[config.mk]
export PLATFORM = sky130hd
export DESIGN_NAME = rv32_wb_arb
export DESIGN_NICKNAME = d
export VERILOG_FILES = /design/src/rtl/rv32_wb_arb_pkg.sv /design/src/rtl/rv32_wb_ll_fifo.sv /design/src/rtl/rv32_wb_arb.sv
export SDC_FILE = /design/constraint.sdc
export NUM_CORES = 1
export LEC_CHECK = 0
export BUFFER_PORTS_ARGS = -buffer_cell sky130_fd_sc_hd__buf_2
export CAP_MARGIN = 5
export CORE_MARGIN = 3
export CORE_UTILIZATION = 55
export DETAILED_ROUTE_END_ITERATION = 6
export HOLD_SLACK_MARGIN = 0.05
export PLACE_DENSITY_LB_ADDON = 0.2
export SLEW_MARGIN = 0
export SYNTH_ARGS = -nofsm -noshare
export SYNTH_HDL_FRONTEND = slang
export SYNTH_HIERARCHICAL = 1
export SYNTH_SLANG_ARGS = --single-unit
[constraint.sdc]
create_clock -name clk -period 9.9 [get_ports clk]
set_input_delay 1.98 -clock clk [delete_from_list [all_inputs] [get_ports clk]]
set_output_delay 1.98 -clock clk [all_outputs]
set_load 0.01 [all_outputs]
[src/rtl/rv32_wb_arb_pkg.sv]
// Shared types and default widths for the RV32 writeback arbiter and its LL FIFO.
package rv32_wb_arb_pkg;

  localparam int DEF_WORD_WTH    = 32;
  localparam int DEF_REG_INX_WTH = 5;
  localparam int DEF_WB_SRC_NUM  = 4;
  localparam int DEF_WB_SEL_WTH  = 2;
  localparam int DEF_LL_DEPTH    = 4;
  localparam int DEF_LL_PTR_WTH  = 2;
  localparam int DEF_MAX_WAIT    = 8;
  localparam int DEF_WAIT_WTH    = 4;

  typedef enum logic [DEF_WB_SEL_WTH-1:0] {
    WB_SRC_ALU  = 2'd0,
    WB_SRC_LOAD = 2'd1,
    WB_SRC_PC4  = 2'd2,
    WB_SRC_IMM  = 2'd3
  } wb_src_e;

  localparam logic [DEF_REG_INX_WTH-1:0] REG_X0 = '0;

endpackage

[src/rtl/rv32_wb_ll_fifo.sv]
// Small synchronous FIFO for long-latency results; head is visible combinationally.
module rv32_wb_ll_fifo
  import rv32_wb_arb_pkg::*;
#(
  parameter int WORD_WTH    = DEF_WORD_WTH,
  parameter int REG_INX_WTH = DEF_REG_INX_WTH,
  parameter int LL_DEPTH    = DEF_LL_DEPTH,
  parameter int LL_PTR_WTH  = DEF_LL_PTR_WTH
) (
  input  logic                   clk,
  input  logic                   rst,
  input  logic                   push_i,
  input  logic [WORD_WTH-1:0]    push_data_i,
  input  logic [REG_INX_WTH-1:0] push_inx_i,
  input  logic                   pop_i,
  output logic [WORD_WTH-1:0]    head_data_o,
  output logic [REG_INX_WTH-1:0] head_inx_o,
  output logic [LL_PTR_WTH:0]    cnt_o,
  output logic                   full_o,
  output logic                   empty_o
);

  logic [WORD_WTH-1:0]    data_mem [LL_DEPTH];
  logic [REG_INX_WTH-1:0] inx_mem  [LL_DEPTH];

  logic [LL_PTR_WTH-1:0] wr_ptr_q, wr_ptr_d;
  logic [LL_PTR_WTH-1:0] rd_ptr_q, rd_ptr_d;
  logic [LL_PTR_WTH:0]   cnt_q, cnt_d;

  // Power-of-two depth lets the pointers wrap by natural overflow.
  always_comb begin
    wr_ptr_d = wr_ptr_q + LL_PTR_WTH'(push_i);
    rd_ptr_d = rd_ptr_q + LL_PTR_WTH'(pop_i);
    cnt_d    = cnt_q + (LL_PTR_WTH+1)'(push_i) - (LL_PTR_WTH+1)'(pop_i);
  end

  always_ff @(posedge clk) begin
    if (!rst) begin
      wr_ptr_q <= '0;
      rd_ptr_q <= '0;
      cnt_q    <= '0;
    end else begin
      wr_ptr_q <= wr_ptr_d;
      rd_ptr_q <= rd_ptr_d;
      cnt_q    <= cnt_d;
    end
  end

  always_ff @(posedge clk) begin
    if (push_i) begin
      data_mem[wr_ptr_q] <= push_data_i;
      inx_mem[wr_ptr_q]  <= push_inx_i;
    end
  end

  assign head_data_o = data_mem[rd_ptr_q];
  assign head_inx_o  = inx_mem[rd_ptr_q];
  assign cnt_o       = cnt_q;
  assign full_o      = (cnt_q == (LL_PTR_WTH+1)'(LL_DEPTH));
  assign empty_o     = (cnt_q == '0);

endmodule

[src/rtl/rv32_wb_arb.sv]
// Writeback stage: pipeline source mux, buffered LL channel and write-port arbitration
// with an anti-starvation stall request.
module rv32_wb_arb
  import rv32_wb_arb_pkg::*;
#(
  parameter int WORD_WTH    = DEF_WORD_WTH,
  parameter int REG_INX_WTH = DEF_REG_INX_WTH,
  parameter int WB_SRC_NUM  = DEF_WB_SRC_NUM,
  parameter int WB_SEL_WTH  = DEF_WB_SEL_WTH,
  parameter int LL_DEPTH    = DEF_LL_DEPTH,
  parameter int LL_PTR_WTH  = DEF_LL_PTR_WTH,
  parameter int MAX_WAIT    = DEF_MAX_WAIT,
  parameter int WAIT_WTH    = DEF_WAIT_WTH
) (
  input  logic                           clk,
  input  logic                           rst,
  input  logic                           wb_RegW_EN_i,
  input  logic [WB_SEL_WTH-1:0]          wb_RegW_sel_i,
  input  logic [WB_SRC_NUM*WORD_WTH-1:0] wb_wdata_i,
  input  logic [REG_INX_WTH-1:0]         wb_rd_inx_i,
  input  logic                           ll_valid_i,
  input  logic [WORD_WTH-1:0]            ll_data_i,
  input  logic [REG_INX_WTH-1:0]         ll_rd_inx_i,
  output logic                           ll_ready_o,
  output logic                           wb_stall_o,
  output logic                           wb_RegW_EN_o,
  output logic [WORD_WTH-1:0]            wb_RegW_data_o,
  output logic [REG_INX_WTH-1:0]         wb_rd_inx_o,
  output logic [WORD_WTH-1:0]            wb_exu_fd,
  output logic                           wb_RegW_EN_har_o,
  output logic [REG_INX_WTH-1:0]         wb_rd_inx_har_o,
  output logic                           wb_src_ll_o,
  output logic [LL_PTR_WTH:0]            ll_cnt_o
);

  logic [WORD_WTH-1:0] src_data [WB_SRC_NUM];
  logic [WORD_WTH-1:0] pipe_data;

  for (genvar gi = 0; gi < WB_SRC_NUM; gi++) begin : g_src
    assign src_data[gi] = wb_wdata_i[gi*WORD_WTH +: WORD_WTH];
  end

  always_comb begin
    pipe_data = src_data[int'(WB_SRC_ALU)];
    if (int'(wb_RegW_sel_i) < WB_SRC_NUM) pipe_data = src_data[wb_RegW_sel_i];
  end

  logic                   push, pop, full, empty;
  logic [WORD_WTH-1:0]    head_data;
  logic [REG_INX_WTH-1:0] head_inx;
  logic                   pipe_req, ll_grant, pipe_grant;

  assign pipe_req   = wb_RegW_EN_i & (wb_rd_inx_i != REG_INX_WTH'(REG_X0));
  assign ll_ready_o = rst & ~full;
  // x0 LL results complete the handshake but are dropped here.
  assign push       = ll_valid_i & ll_ready_o & (ll_rd_inx_i != REG_INX_WTH'(REG_X0));
  assign ll_grant   = rst & ~empty & (~pipe_req | wb_stall_o);
  assign pipe_grant = rst & pipe_req & ~ll_grant;
  assign pop        = ll_grant;

  rv32_wb_ll_fifo #(
    .WORD_WTH   (WORD_WTH),
    .REG_INX_WTH(REG_INX_WTH),
    .LL_DEPTH   (LL_DEPTH),
    .LL_PTR_WTH (LL_PTR_WTH)
  ) u_ll_fifo (
    .clk        (clk),
    .rst        (rst),
    .push_i     (push),
    .push_data_i(ll_data_i),
    .push_inx_i (ll_rd_inx_i),
    .pop_i      (pop),
    .head_data_o(head_data),
    .head_inx_o (head_inx),
    .cnt_o      (ll_cnt_o),
    .full_o     (full),
    .empty_o    (empty)
  );

  logic [WAIT_WTH-1:0] wait_q, wait_d;
  logic                stall_q, stall_d;

  // Stall is raised one cycle early so the head is written on the MAX_WAIT-th waiting cycle.
  always_comb begin
    wait_d  = wait_q;
    stall_d = stall_q;
    if (empty || pop) begin
      wait_d = '0;
    end else if (wait_q != WAIT_WTH'(MAX_WAIT)) begin
      wait_d = wait_q + 1'b1;
    end
    if (pop) begin
      stall_d = 1'b0;
    end else if (!empty && (wait_q >= WAIT_WTH'(MAX_WAIT - 2))) begin
      stall_d = 1'b1;
    end
  end

  always_ff @(posedge clk) begin
    if (!rst) begin
      wait_q  <= '0;
      stall_q <= 1'b0;
    end else begin
      wait_q  <= wait_d;
      stall_q <= stall_d;
    end
  end

  assign wb_stall_o = stall_q;

  always_comb begin
    wb_RegW_EN_o   = 1'b0;
    wb_src_ll_o    = 1'b0;
    wb_RegW_data_o = pipe_data;
    wb_rd_inx_o    = wb_rd_inx_i;
    if (ll_grant) begin
      wb_RegW_EN_o   = 1'b1;
      wb_src_ll_o    = 1'b1;
      wb_RegW_data_o = head_data;
      wb_rd_inx_o    = head_inx;
    end else if (pipe_grant) begin
      wb_RegW_EN_o = 1'b1;
    end
  end

  assign wb_exu_fd        = wb_RegW_data_o;
  assign wb_RegW_EN_har_o = wb_RegW_EN_o;
  assign wb_rd_inx_har_o  = wb_rd_inx_o;

endmodule

* Word-level counts from Yosys, hierarchy flattened
Memory sizes are Yosys's and may differ from the RTL's. A register that Yosys moved wholly into a read port is not among the register bits. Index checks and enable logic that the tools add are counted. W data, S select, Z words.
Operators by class: add/sub/neg operators 5, order comparisons 2, eq/ne operators 2, muxes and demuxes 12, bitwise gates (word level) 15, reduce and logical (&&, ||, !) cells 8
Operators by type and width (number):
- $mux W32 | 3
- $bmux W32 S2 | 1
- $reduce_bool A5 Y1 | 2
- $and A1 B1 Y1 | 8
- $mux W1 | 5
- $mux W5 | 1
- $not A1 Y1 | 5
- $add A2 B1 Y2 | 2
- $add A4 B1 Y4 const B | 1
- $ge A4 B3 Y1 const B | 1
- $mux W2 | 2
- $ne A4 B4 Y1 const B | 1
- $reduce_or A2 Y1 | 2
- $add A3 B1 Y3 | 1
- $eq A3 B3 Y1 const B | 1
- $ge A3 B3 Y1 const B | 1
- $logic_not A3 Y1 | 1
- $not A2 Y3 | 1
- $sub A3 B1 Y3 | 1
- $logic_and A1 B1 Y1 | 1
- $logic_not A1 Y1 | 1
- $logic_or A1 B1 Y1 | 1
- $or A1 B1 Y1 | 1
Storage, ports and cells: bits in registers 12, bits in writable memories 148, input port bits 176, output and inout port bits 82, word-level logic and storage cells 51, memories 2
Memories:
- u_ll_fifo.data_mem | depth 4, width 32, read ports 1, clocked after memory_dff 1, wr ports 1, line rv32_wb_ll_fifo.sv:23 | logic [WORD_WTH-1:0] data_mem [LL_DEPTH];
- u_ll_fifo.inx_mem | depth 4, width 5, read ports 1, clocked after memory_dff 1, wr ports 1, line rv32_wb_ll_fifo.sv:24 | logic [REG_INX_WTH-1:0] inx_mem [LL_DEPTH];

* Logic depth before layout (Yosys ltp)
Gate-level depths: netlist (run 1).
depth after elaboration 9, depth in mapped cells 12, gate-level depth less buffers 10

* Modules after synthesis
Netlist (run 1), hierarchy kept.
Modules (own cells, without submodules):
- rv32_wb_ll_fifo | times used 1, cells each 226, area an instance 5744.3 um2
- rv32_wb_arb | times used 1, cells each 159, area an instance 1900.6 um2

* Worst setup path after synthesis (run 1)
Ideal clock, no wire load.
kind input-to-reg, start input port rst, end memory u_ll_fifo/data_mem[0][0] (netlist bit) (enable), arrival time 5371 ps, required time 9415 ps, setup slack 4045 ps, stages on the path 4, cell sequence nor2b_1 -> nand2_1 -> a21oi_1 -> nor3b_1
On the way: word-level cells in the longest chain between the ends 5
RTL lines:
- start: declaration | line rv32_wb_arb.sv:16 | input logic rst,
- $and A1 B1 Y1 | line rv32_wb_arb.sv:54 | assign ll_ready_o = rst & ~full;
- $and A1 B1 Y1 (2 in a row) | line rv32_wb_arb.sv:56 | assign push = ll_valid_i & ll_ready_o & (ll_rd_inx_i != REG_INX_WTH'(REG_X0));
- named net push | line rv32_wb_arb.sv:48 | logic push, pop, full, empty;
- $mux W1 | line rv32_wb_ll_fifo.sv:50 | if (push_i) begin
- $mux W1 (implied by the code) | line rv32_wb_ll_fifo.sv:51 | data_mem[wr_ptr_q] <= push_data_i;
- end: declaration | line rv32_wb_ll_fifo.sv:23
The timed path passes the listed nets, and every way through them passes these cells.

* Final worst setup path (run 1)
start input port rst, end output port wb_exu_fd[21]
On the way: word-level cells in the longest chain between the ends 3
RTL lines:
- $and A1 B1 Y1 (2 in a row) | line rv32_wb_arb.sv:57 | assign ll_grant = rst & ~empty & (~pipe_req | wb_stall_o);
- $mux W32 | line rv32_wb_arb.sv:116 | if (ll_grant) begin
- end: declaration | line rv32_wb_arb.sv:29 | output logic [WORD_WTH-1:0] wb_exu_fd,
Every way passes these cells.

==> results of run 1 <==
==> sequential cells by signal (all words and copies together), names as in the netlist <==
register / cells
u_ll_fifo/cnt_o: 3
u_ll_fifo/wr_ptr_q: 2
wait_q: 4
u_ll_fifo/rd_ptr_q: 2
u_ll_fifo/data_mem: 128
wb_stall_o: 1
u_ll_fifo/inx_mem: 20
==> through the flow <==
| stage | power, W | cell area [µm²] |
|---|---|---|
| final | 0.00181 | 9340 |
| after global routing | 0.00189 | 9340 |
| after CTS | 0.00183 | 9340 |
| after detailed placement | 0.00122 | 8780 |
| after global placement | 0.00121 | 8780 |
| after floorplan | 0.00112 | 7640 |
==> power groups by stage <==
| stage | combinational, W | sequential, W | clock, W |
|---|---|---|---|
| 3_3_place_gp | 0.000405 | 0.000806 | 0 |
| 3_5_place_dp | 0.000411 | 0.000808 | 0 |
| 6_report | 0.000405 | 0.000793 | 0.000613 |
| 4_1_cts | 0.000413 | 0.000794 | 0.000627 |
| 5_1_grt | 0.000441 | 0.000797 | 0.000653 |
| 2_1_floorplan | 0.000324 | 0.000798 | 0 |
==> layer usage <==
metal | vias up | share of wire [%]
met5 | - | 0.12
met1 | 2208 | 37
met2 | 209 | 54
met4 | 2 | 1.1
li1 | 1998 | -
met3 | 19 | 8.0
==> final cells by class <==
class | count | area [µm²] | area share (%)
clock buffer | 23 | 448 | 4.80
tap | 176 | 220 | 2.36
clock inverter | 9 | 111 | 1.19
sequential | 160 | 4690 | 50.2
inverter | 7 | 26.3 | 0.281
multi-input combinational | 161 | 2520 | 27.0
timing repair buffer | 262 | 1320 | 14.2
==> cell usage in the layout, fill, tap and decap left out, types with 2 or more instances in the layout <==
cell type	n
buf_2	257
edfxtp_1	148
mux4_2	62
mux2_4	19
mux2_2	18
clkbuf_16	17
dfxtp_1	10
inv_1	7
ha_1	7
mux4_1	7
and2_1	7
clkbuf_1	6
buf_4	5
nor2_1	4
clkinvlp_4	4
nand2_1	3
xor2_1	3
nor2b_1	2
nand2b_1	2
nor3_1	2
a21oi_1	2
nand3_1	2
o21ai_0	2
nand3b_1	2
clkinv_4	2
bufinv_16	2
dfxtp_2	2
==> critical path, stage by stage <==
cell       delay, ps
buf_2            160
or4b_1           220
a2bb2oi_4        530
buf_4            500
mux2_2           390
buf_2            150
==> cells in the mapped netlist, drive strengths merged (2+ instances only) <==
cell    count
a21oi       2
and2        7
and3        2
buf        52
clkbuf      5
dfxtp      12
edfxtp    148
ha          7
inv         7
mux2       37
mux4       69
nand2       3
nand2b      2
nand3       2
nand3b      2
nor2        5
nor2b       2
nor3        2
nor3b       2
o21ai       2
xor2        3
==> cells by family (layout without fill, tap and decap cells) <==
| group | Yosys count | in the layout |
|---|---|---|
| AO/OA/AOI/OAI | 9 | 9 |
| XOR/XNOR | 5 | 5 |
| adder cells (fa/ha/maj) | 8 | 8 |
| buffers and inverters | 64 | 301 |
| flip-flops | 160 | 160 |
| multiplexers | 107 | 107 |
| AND/OR/NAND/NOR | 32 | 32 |
==> final timing paths <==
| check | startpoint | to | slack [ps] | depth (start not counted) |
|---|---|---|---|---|
| max | rst | wb_exu_fd[21] | 3970 | 6 |
| min | wb_stall_o | wb_stall_o | 530 | 2 |
| max reg2reg | u_ll_fifo/cnt_o[2] | u_ll_fifo/cnt_o[2] | 6750 | 10 |
| min reg2reg | wb_stall_o | wb_stall_o | 530 | 2 |
==> results by group, run 1 <==
Run status
  – Outcome: finished, final reports clean

STA
  – Rel. slew slack: 31.7%
  – # setup viols final: 0
  – Clock Skew: 9.44 ps
  – Unrepaired setup endpoints after global routing: false
  – Final Hold Violating Endpoints: 0
  – Worst-margin pin slew: 1020 ps
  – WHS: 527 ps
  – Setup TNS Final: 0 ps
  – Final Cycle Share: 59.9%
  – Fmax: 169 MHz
  – Final worst path period need: 5930 ps
  – Max-slew violations: 0
  – PnR worst setup slack: 3970 ps

Clocking
  – Number of H-tree levels: 4
  – Clock root cell: clkbuf_16
  – Clock sinks: 160
  – Max Root-Sink Buffers: 2
  – Worst skew pair latency: 410 ps
  – CTS Hold Buffers Added: 0
  – Post-cts resize count: 0
  – Clock-pin slew on the worst setup and hold paths: 60 ps
  – Post-CTS Setup Bufs: 0
  – CTS tree: done
  – CTS Buf Count: 17

Routing
  – Vias/cell: 5.56
  – DRC violations left: 0
  – Routed WL: 16300 µm
  – Drt first pass iters: 4
  – Avg WL per Cell: 20.5 µm
  – Total number of vias: 4436
  – Post-route ant nets: 0
  – DRT iter0 DRCs: 189

Floorplan
  – Cell Rows: 42
  – Num ports: 258
  – Starting density of the core: 57.0%
  – Die Area: 0.0154 mm²
  – DIE WIDTH: 124 µm
  – Die Y: 124 µm
  – Core box area: 0.0134 mm²

Place
  – Placed Cells incl. Taps: 766
  – Worst slack at placement: 3950 ps
  – DP Wirelength: 11300 µm
  – Final GP Congestion: 0.790
  – Buffers added on ports: 257

Critical path
  – CP Data Arrival Time: 3950 ps
  – Setup CP Type: in -> out
  – Worst-path maximum fanout: 21
  – CP Launch Type: primary input
  – Element type at the critical path end: primary output
  – Required time of the critical path: 7920 ps

Yosys
  – Gate Count Post-Synth: 385
  – Post-Syn Nets: 569
  – Yosys warns: 6
  – Compound-Gate Fraction of Synth Area: 0.786%
  – Largest family of logic cells by synthesized area: multiplexers
  – Post-synthesis adder-cell area fraction: 1.41%
  – Register area share after synthesis: 61.3%
  – Synth Area in Simple Gates: 2.44%
  – Multiplexer share of the synthesized area: 27.2%
  – Synth Flop Type: edfxtp_1
  – Synth top area share: 58.1%
  – Post-synth EDFFs: 148
  – Top cell type by total area after synthesis: edfxtp_1
  – #FFs+latches synth: 160
  – Async SR Flop Fraction: 0%
  – Post-Synth XOR/XNOR Area: 0.753%
  – Synth area leaders: edfxtp_1 58%, mux4_2 18%, buf_4 3.7%
  – Avg Inst Size Synth: 19.9 µm²
  – Post-synthesis cell type count: 38
  – Post-Syn Area: 0.00764 mm²

Cells and area
  – Share of layout cells above drive strength 1: 63.2%
  – Fillers: 904
  – Nets@finish: 793
  – Area grow syn2layout: 22.2%
  – N_diodes: 0
  – Post-route insts no fill: 798
  – Fin util: 69.7%

Global route
  – Largest net degree at the start of global routing: 39
  – Initial antenna violation count: 1
  – Grt met1 use: 25.0%
  – Vias in the first global route: 4580
  – Met3 Usage GRT: 5.31%
  – GRT met2 Usage: 38.7%
  – Tot GR Track Use: 21.3%
  – GR Overflow Total: 0
  – GR peak layer: met2
  – Global-route wire length before repair: 23900 µm

Pwr
  – Switching share of total power: 25.0%
  – Comb power frac: 22.4%
  – Flop pwr share: 43.8%
  – Pwr Density: 194 mW/mm²
  – Internal power: 0.00136 W
  – Net switching power of the design: 0.000453 W
  – Clock power frac: 33.9%
  – Pleak: 3.64 nW
  – Max IR drop VDD: 0.112 mV

Job
  – Max_cap viols: 0

Worst hold path
  – HP Class: reg -> reg
Power figures use the tool's default switching activity.
==> run 2, diff against run 1 <==
--- a/config.mk
+++ b/config.mk
@@ -8,7 +8,7 @@
 export BUFFER_PORTS_ARGS = -buffer_cell sky130_fd_sc_hd__buf_2
 export CAP_MARGIN = 5
 export CORE_MARGIN = 3
-export CORE_UTILIZATION = 55
+export CORE_UTILIZATION = 51
 export DETAILED_ROUTE_END_ITERATION = 6
 export HOLD_SLACK_MARGIN = 0.05
 export PLACE_DENSITY_LB_ADDON = 0.2
==> constraint.sdc (replaced) <==
create_clock -name clk -period 6.1 [get_ports clk]
set_input_delay 1.22 -clock clk [delete_from_list [all_inputs] [get_ports clk]]
set_output_delay 1.22 -clock clk [all_outputs]
set_load 0.01 [all_outputs]
==> results by group, run 2 (synthesized netlist as in run 1, its figures left out) <==
Run status
  – Outcome: finished, final reports clean

Job
  – Max_cap viols: 0

Clocking
  – CTS Hold Buffers Added: 0
  – Clock root cell: clkbuf_16
  – Number of H-tree levels: 4
  – Post-CTS Setup Bufs: 0
  – Max Root-Sink Buffers: 2
  – CTS tree: done
  – CTS Buf Count: 17
  – Clock-pin slew on the worst setup and hold paths: 50 ps
  – Clock sinks: 160
  – Worst skew pair latency: 420 ps
  – Post-cts resize count: 0

Pwr
  – Max IR drop VDD: 0.193 mV
  – Pleak: 3.66 nW
  – Pwr Density: 315 mW/mm²
  – Pwr Total: 0.00295 W

STA
  – Final worst path period need: 4530 ps
  – Final Cycle Share: 74.2%
  – Clock Skew: 7.70 ps
  – # setup viols final: 0
  – Fmax: 221 MHz
  – Worst-margin pin slew: 1180 ps
  – Max-slew violations: 0
  – Setup TNS Final: 0 ps
  – Unrepaired setup endpoints after global routing: false
  – Final Hold Violating Endpoints: 0
  – Rel. slew slack: 21.6%

Routing
  – Post-route ant nets: 0
  – Vias/cell: 5.52
  – DRT iter0 DRCs: 158
  – Total number of vias: 4441
  – Routed WL: 16000 µm
  – DRC violations left: 0
  – Avg WL per Cell: 19.9 µm
  – Drt first pass iters: 4

Critical path
  – CP Launch Type: primary input
  – Setup CP Type: in -> out
  – Required time of the critical path: 4880 ps
  – Element type at the critical path end: primary output
  – CP Data Arrival Time: 3310 ps
  – Worst-path maximum fanout: 27

Cells and area
  – N_diodes: 0
  – Fillers: 1033
  – Leading cell types in the layout, fill and taps excluded: 257 x buf_2, 148 x edfxtp_1, 62 x mux4_2
  – Fin util: 64.1%
  – Top Registers: u_ll_fifo/data_mem (128), u_ll_fifo/inx_mem (20), wait_q (4)
  – Most flops, register: u_ll_fifo/data_mem
  – Nets@finish: 793
  – Multi-input logic area: 0.00252 mm²
  – Max FFs per register: 128
  – FF+latch area: 0.00469 mm²
  – Commonest non-fill, non-tap cell in the layout: buf_2
  – Share of layout cells above drive strength 1: 62.9%
  – Final instance area: 0.00935 mm²
  – Area grow syn2layout: 22.2%

Global route
  – GR Overflow Total: 0
  – Initial antenna violation count: 1
  – Largest net degree at the start of global routing: 39
  – Tot GR Track Use: 19.7%
  – Global-route wire length before repair: 23900 µm
  – Vias in the first global route: 4591

Floorplan
  – DIE WIDTH: 128 µm
  – Num ports: 258
  – Core box area: 0.0146 mm²
  – Die Y: 128 µm
  – Die Area: 0.0165 mm²
  – Starting density of the core: 52.4%
  – Cell Rows: 44

Place
  – Post-place instance area: 0.00879 mm²
  – Buffers added on ports: 257
  – DP Wirelength: 11300 µm
  – Final GP Congestion: 0.743

Worst hold path
  – HP Class: reg -> reg
run 2: changes by cell type in the layout (fill, tap and decap cells not counted), sizes merged:
cell and delta:
clkbuf -4, clkinvlp -4, clkinv +5, bufinv +1
run 2: path summary, 6_finish.rpt:
path                 startpoint                  to  slack [ps]  cells after the start
max reg2reg  u_ll_fifo/cnt_o[2]  u_ll_fifo/cnt_o[2]        2570                     10
max                         rst        wb_exu_fd[7]        1570                      6
min                  wb_stall_o          wb_stall_o         500                      2
min reg2reg          wb_stall_o          wb_stall_o         500                      2
run 2: critical path, cell delays in order:
cell	delay, ps
buf_2	160
or4b_1	230
a2bb2oi_4	800
buf_4	400
mux2_4	340
buf_2	140
run 2: through the flow:
step	cells	setup slack [ps]	hold slack [ps]
final	804	1570	505
after global routing	804	1410	554
after CTS	804	1510	510
after detailed placement	774	1520	502
after global placement	774	1550	491
after floorplan	385	1000	478
run 2: layout make-up:
type                       count  area share, %
tap                          184           2.46
sequential                   160           50.2
clock buffer                  19           4.63
multi-input combinational    161           27.0
timing repair buffer         262           14.2
clock inverter                11           1.31
inverter                       7          0.281
run 2: routing by layer:
| layer | track usage (%) | share of wire, % | routed length [µm] |
|---|---|---|---|
| met1 | 23.0 | 37 | 5930 |
| met2 | 34.7 | 53 | 8520 |
| met3 | 5.65 | 7.9 | 1270 |
| met4 | 7.12 | 1.6 | 262 |
| met5 | 0 | 0.088 | 14 |
run 2: power by group:
group	internal (W)	switching (W)
Sequential	0.00125	0.0000388
Clock	0.000627	0.000373
Combinational	0.000353	0.000302
==> run 3, diff against run 2 <==
--- a/config.mk
+++ b/config.mk
@@ -8,7 +8,7 @@
 export BUFFER_PORTS_ARGS = -buffer_cell sky130_fd_sc_hd__buf_2
 export CAP_MARGIN = 5
 export CORE_MARGIN = 3
-export CORE_UTILIZATION = 51
+export CORE_UTILIZATION = 46
 export DETAILED_ROUTE_END_ITERATION = 6
 export HOLD_SLACK_MARGIN = 0.05
 export PLACE_DENSITY_LB_ADDON = 0.2
==> constraint.sdc (replaced) <==
create_clock -name clk -period 3.95 [get_ports clk]
set_input_delay 0.79 -clock clk [delete_from_list [all_inputs] [get_ports clk]]
set_output_delay 0.79 -clock clk [all_outputs]
set_load 0.01 [all_outputs]
==> results by group, run 3 (synthesized netlist as in run 1, its figures left out) <==
Place
  – Worst slack at placement: 209 ps
  – Buffers added on ports: 257
  – DP Wirelength: 12600 µm
  – Post-place instance area: 0.00894 mm²
  – Final GP Congestion: 0.745
  – Placed Cells incl. Taps: 813

Critical path
  – CP cell instances: nor3_2 > or4b_1 > a2bb2oi_4 > buf_4 > mux2_2 > buf_2
  – CP top delay family: simple AND/OR/NAND/NOR gates
  – Max stage delay on crit path: 470 ps
  – Worst-path maximum fanout: 18
  – CP Launch Type: flop
  – Setup CP Type: reg -> out
  – Stages on the worst setup path: 6
  – CP Data Arrival Time: 2860 ps
  – Worst path slowest cell: a2bb2oi_4
  – Required time of the critical path: 3160 ps
  – FF-to-FF path depth: 10
  – WP buf/inv: 2
  – Element type at the critical path end: primary output

Routing
  – Avg WL per Cell: 20.8 µm
  – DRC violations left: 0
  – DRT iter0 DRCs: 264
  – Vias/cell: 5.32
  – Routed WL: 17600 µm
  – Post-route ant nets: 0
  – Drt first pass iters: 4
  – Total number of vias: 4501

Global route
  – GR Overflow Total: 0
  – Vias in the first global route: 4859
  – Initial antenna violation count: 4
  – Global-route wire length before repair: 26400 µm
  – Tot GR Track Use: 19.6%
  – Largest net degree at the start of global routing: 33

Worst hold path
  – Worst Hold Path Cells: 2
  – HP Class: reg -> reg

STA
  – Final Hold Violating Endpoints: 0
  – Unrepaired setup endpoints after global routing: false
  – # setup viols final: 0
  – Fmax: 274 MHz
  – Final worst path period need: 3650 ps
  – Final Cycle Share: 92.5%
  – Clock Skew: 6.85 ps
  – Setup TNS Final: 0 ps
  – Rel. slew slack: 31.4%
  – PnR worst setup slack: 296 ps
  – Worst-margin pin slew: 1020 ps
  – Max-slew violations: 0

Cells and area
  – Share of layout cells above drive strength 1: 64.0%
  – Post-route insts no fill: 846
  – Nets@finish: 801
  – Max FFs per register: 128
  – Area grow syn2layout: 24.3%
  – Most flops, register: u_ll_fifo/data_mem
  – Commonest non-fill, non-tap cell in the layout: buf_2
  – Top Registers: u_ll_fifo/data_mem (128), u_ll_fifo/inx_mem (20), wait_q (4)
  – Final instance area: 0.00950 mm²
  – Leading cell types in the layout, fill and taps excluded: 257 x buf_2, 148 x edfxtp_1, 62 x mux4_2
  – N_diodes: 0

Pwr
  – Pwr Density: 477 mW/mm²
  – Pleak: 3.71 nW
  – Max IR drop VDD: 0.268 mV

Floorplan
  – Num ports: 258
  – DIE WIDTH: 135 µm
  – Die Y: 135 µm
  – Cell Rows: 46
  – Core box area: 0.0161 mm²
  – Die Area: 0.0182 mm²
  – Starting density of the core: 47.6%

Clocking
  – Clock-pin slew on the worst setup and hold paths: 60 ps
  – CTS tree: done
  – Clock root cell: clkbuf_16
  – Number of H-tree levels: 4
  – Clock sinks: 160
  – CTS Hold Buffers Added: 0
  – CTS Buf Count: 17
  – Max Root-Sink Buffers: 2
  – Worst skew pair latency: 410 ps

Job
  – Max_cap viols: 0

Run status
  – Outcome: finished, final reports clean
-- run 3: cell types whose count changed in the layout (fill, tap and decap cells not counted) --
cell       previous run  this run
buf_12                0         4
clkinv_1              6         2
buf_4                 5         8
clkbuf_8              0         3
clkinv_2              2         5
bufinv_16             3         1
clkbuf_1              2         4
a2bb2oi_2             0         1
nor3_1                2         1
nor3_2                0         1
nor3b_2               1         0
nor3b_4               0         1
-- run 3: layer usage --
layer / up-vias / global-route usage, % / part of all wire [%]
met2: 192 / 35.3 / 53
met5: - / 0 / 0.27
met4: 8 / 6.22 / 1.4
met1: 2256 / 22.5 / 38
met3: 28 / 5.74 / 7.5
li1: 2017 / - / -
-- run 3: worst paths after layout --
path	endpoint	startpoint	slack [ps]
setup / recovery	wb_exu_fd[21]	u_ll_fifo/cnt_o[1]	300
hold / removal	wb_stall_o	wb_stall_o	520
setup reg to reg	u_ll_fifo/cnt_o[2]	u_ll_fifo/cnt_o[1]	680
hold reg to reg	wb_stall_o	wb_stall_o	520
-- run 3: through the flow --
step	total power [W]	hold WS, ps	utilization (%)
floorplan	0.00281	478	-
global placement	0.00305	489	55.7
detailed placement	0.00308	514	55.7
CTS	0.00459	521	59.1
global route	0.00473	562	59.2
finish	0.00453	520	59.2
-- run 3: repair_timing --
item                                    in CTS  in global routing
gates resized for setup                      0                  1
setup buffers                                0                  0
endpoints found under the hold margin        0                  0
endpoints found under the setup margin       9                  5
gates cloned                                 1                  0
-- run 3: power breakdown --
group | switching [W] | internal, W
registers | 0.0000535 | 0.00193
logic | 0.000496 | 0.000557
clock network | 0.000583 | 0.000907
total | 0.00113 | 0.00340
-- run 3: area by class of cell --
cell class                      instances  area (µm²)
Multi-Input combinational cell        162        2550
Clock inverter                          8        62.6
Fill cell                            1249        6560
Tap cell                              216         270
Clock buffer                           24         482
Timing Repair Buffer                  269        1430
Inverter                                7        26.3
Sequential cell                       160        4690
-- run 3: worst min-delay path: cells and delay by family (launching register included) --
kind / cells / cell delay (ps)
DFF: 1 / 330
and+or+nand+nor: 1 / 70
AOI/OAI and AO/OA: 1 / 70
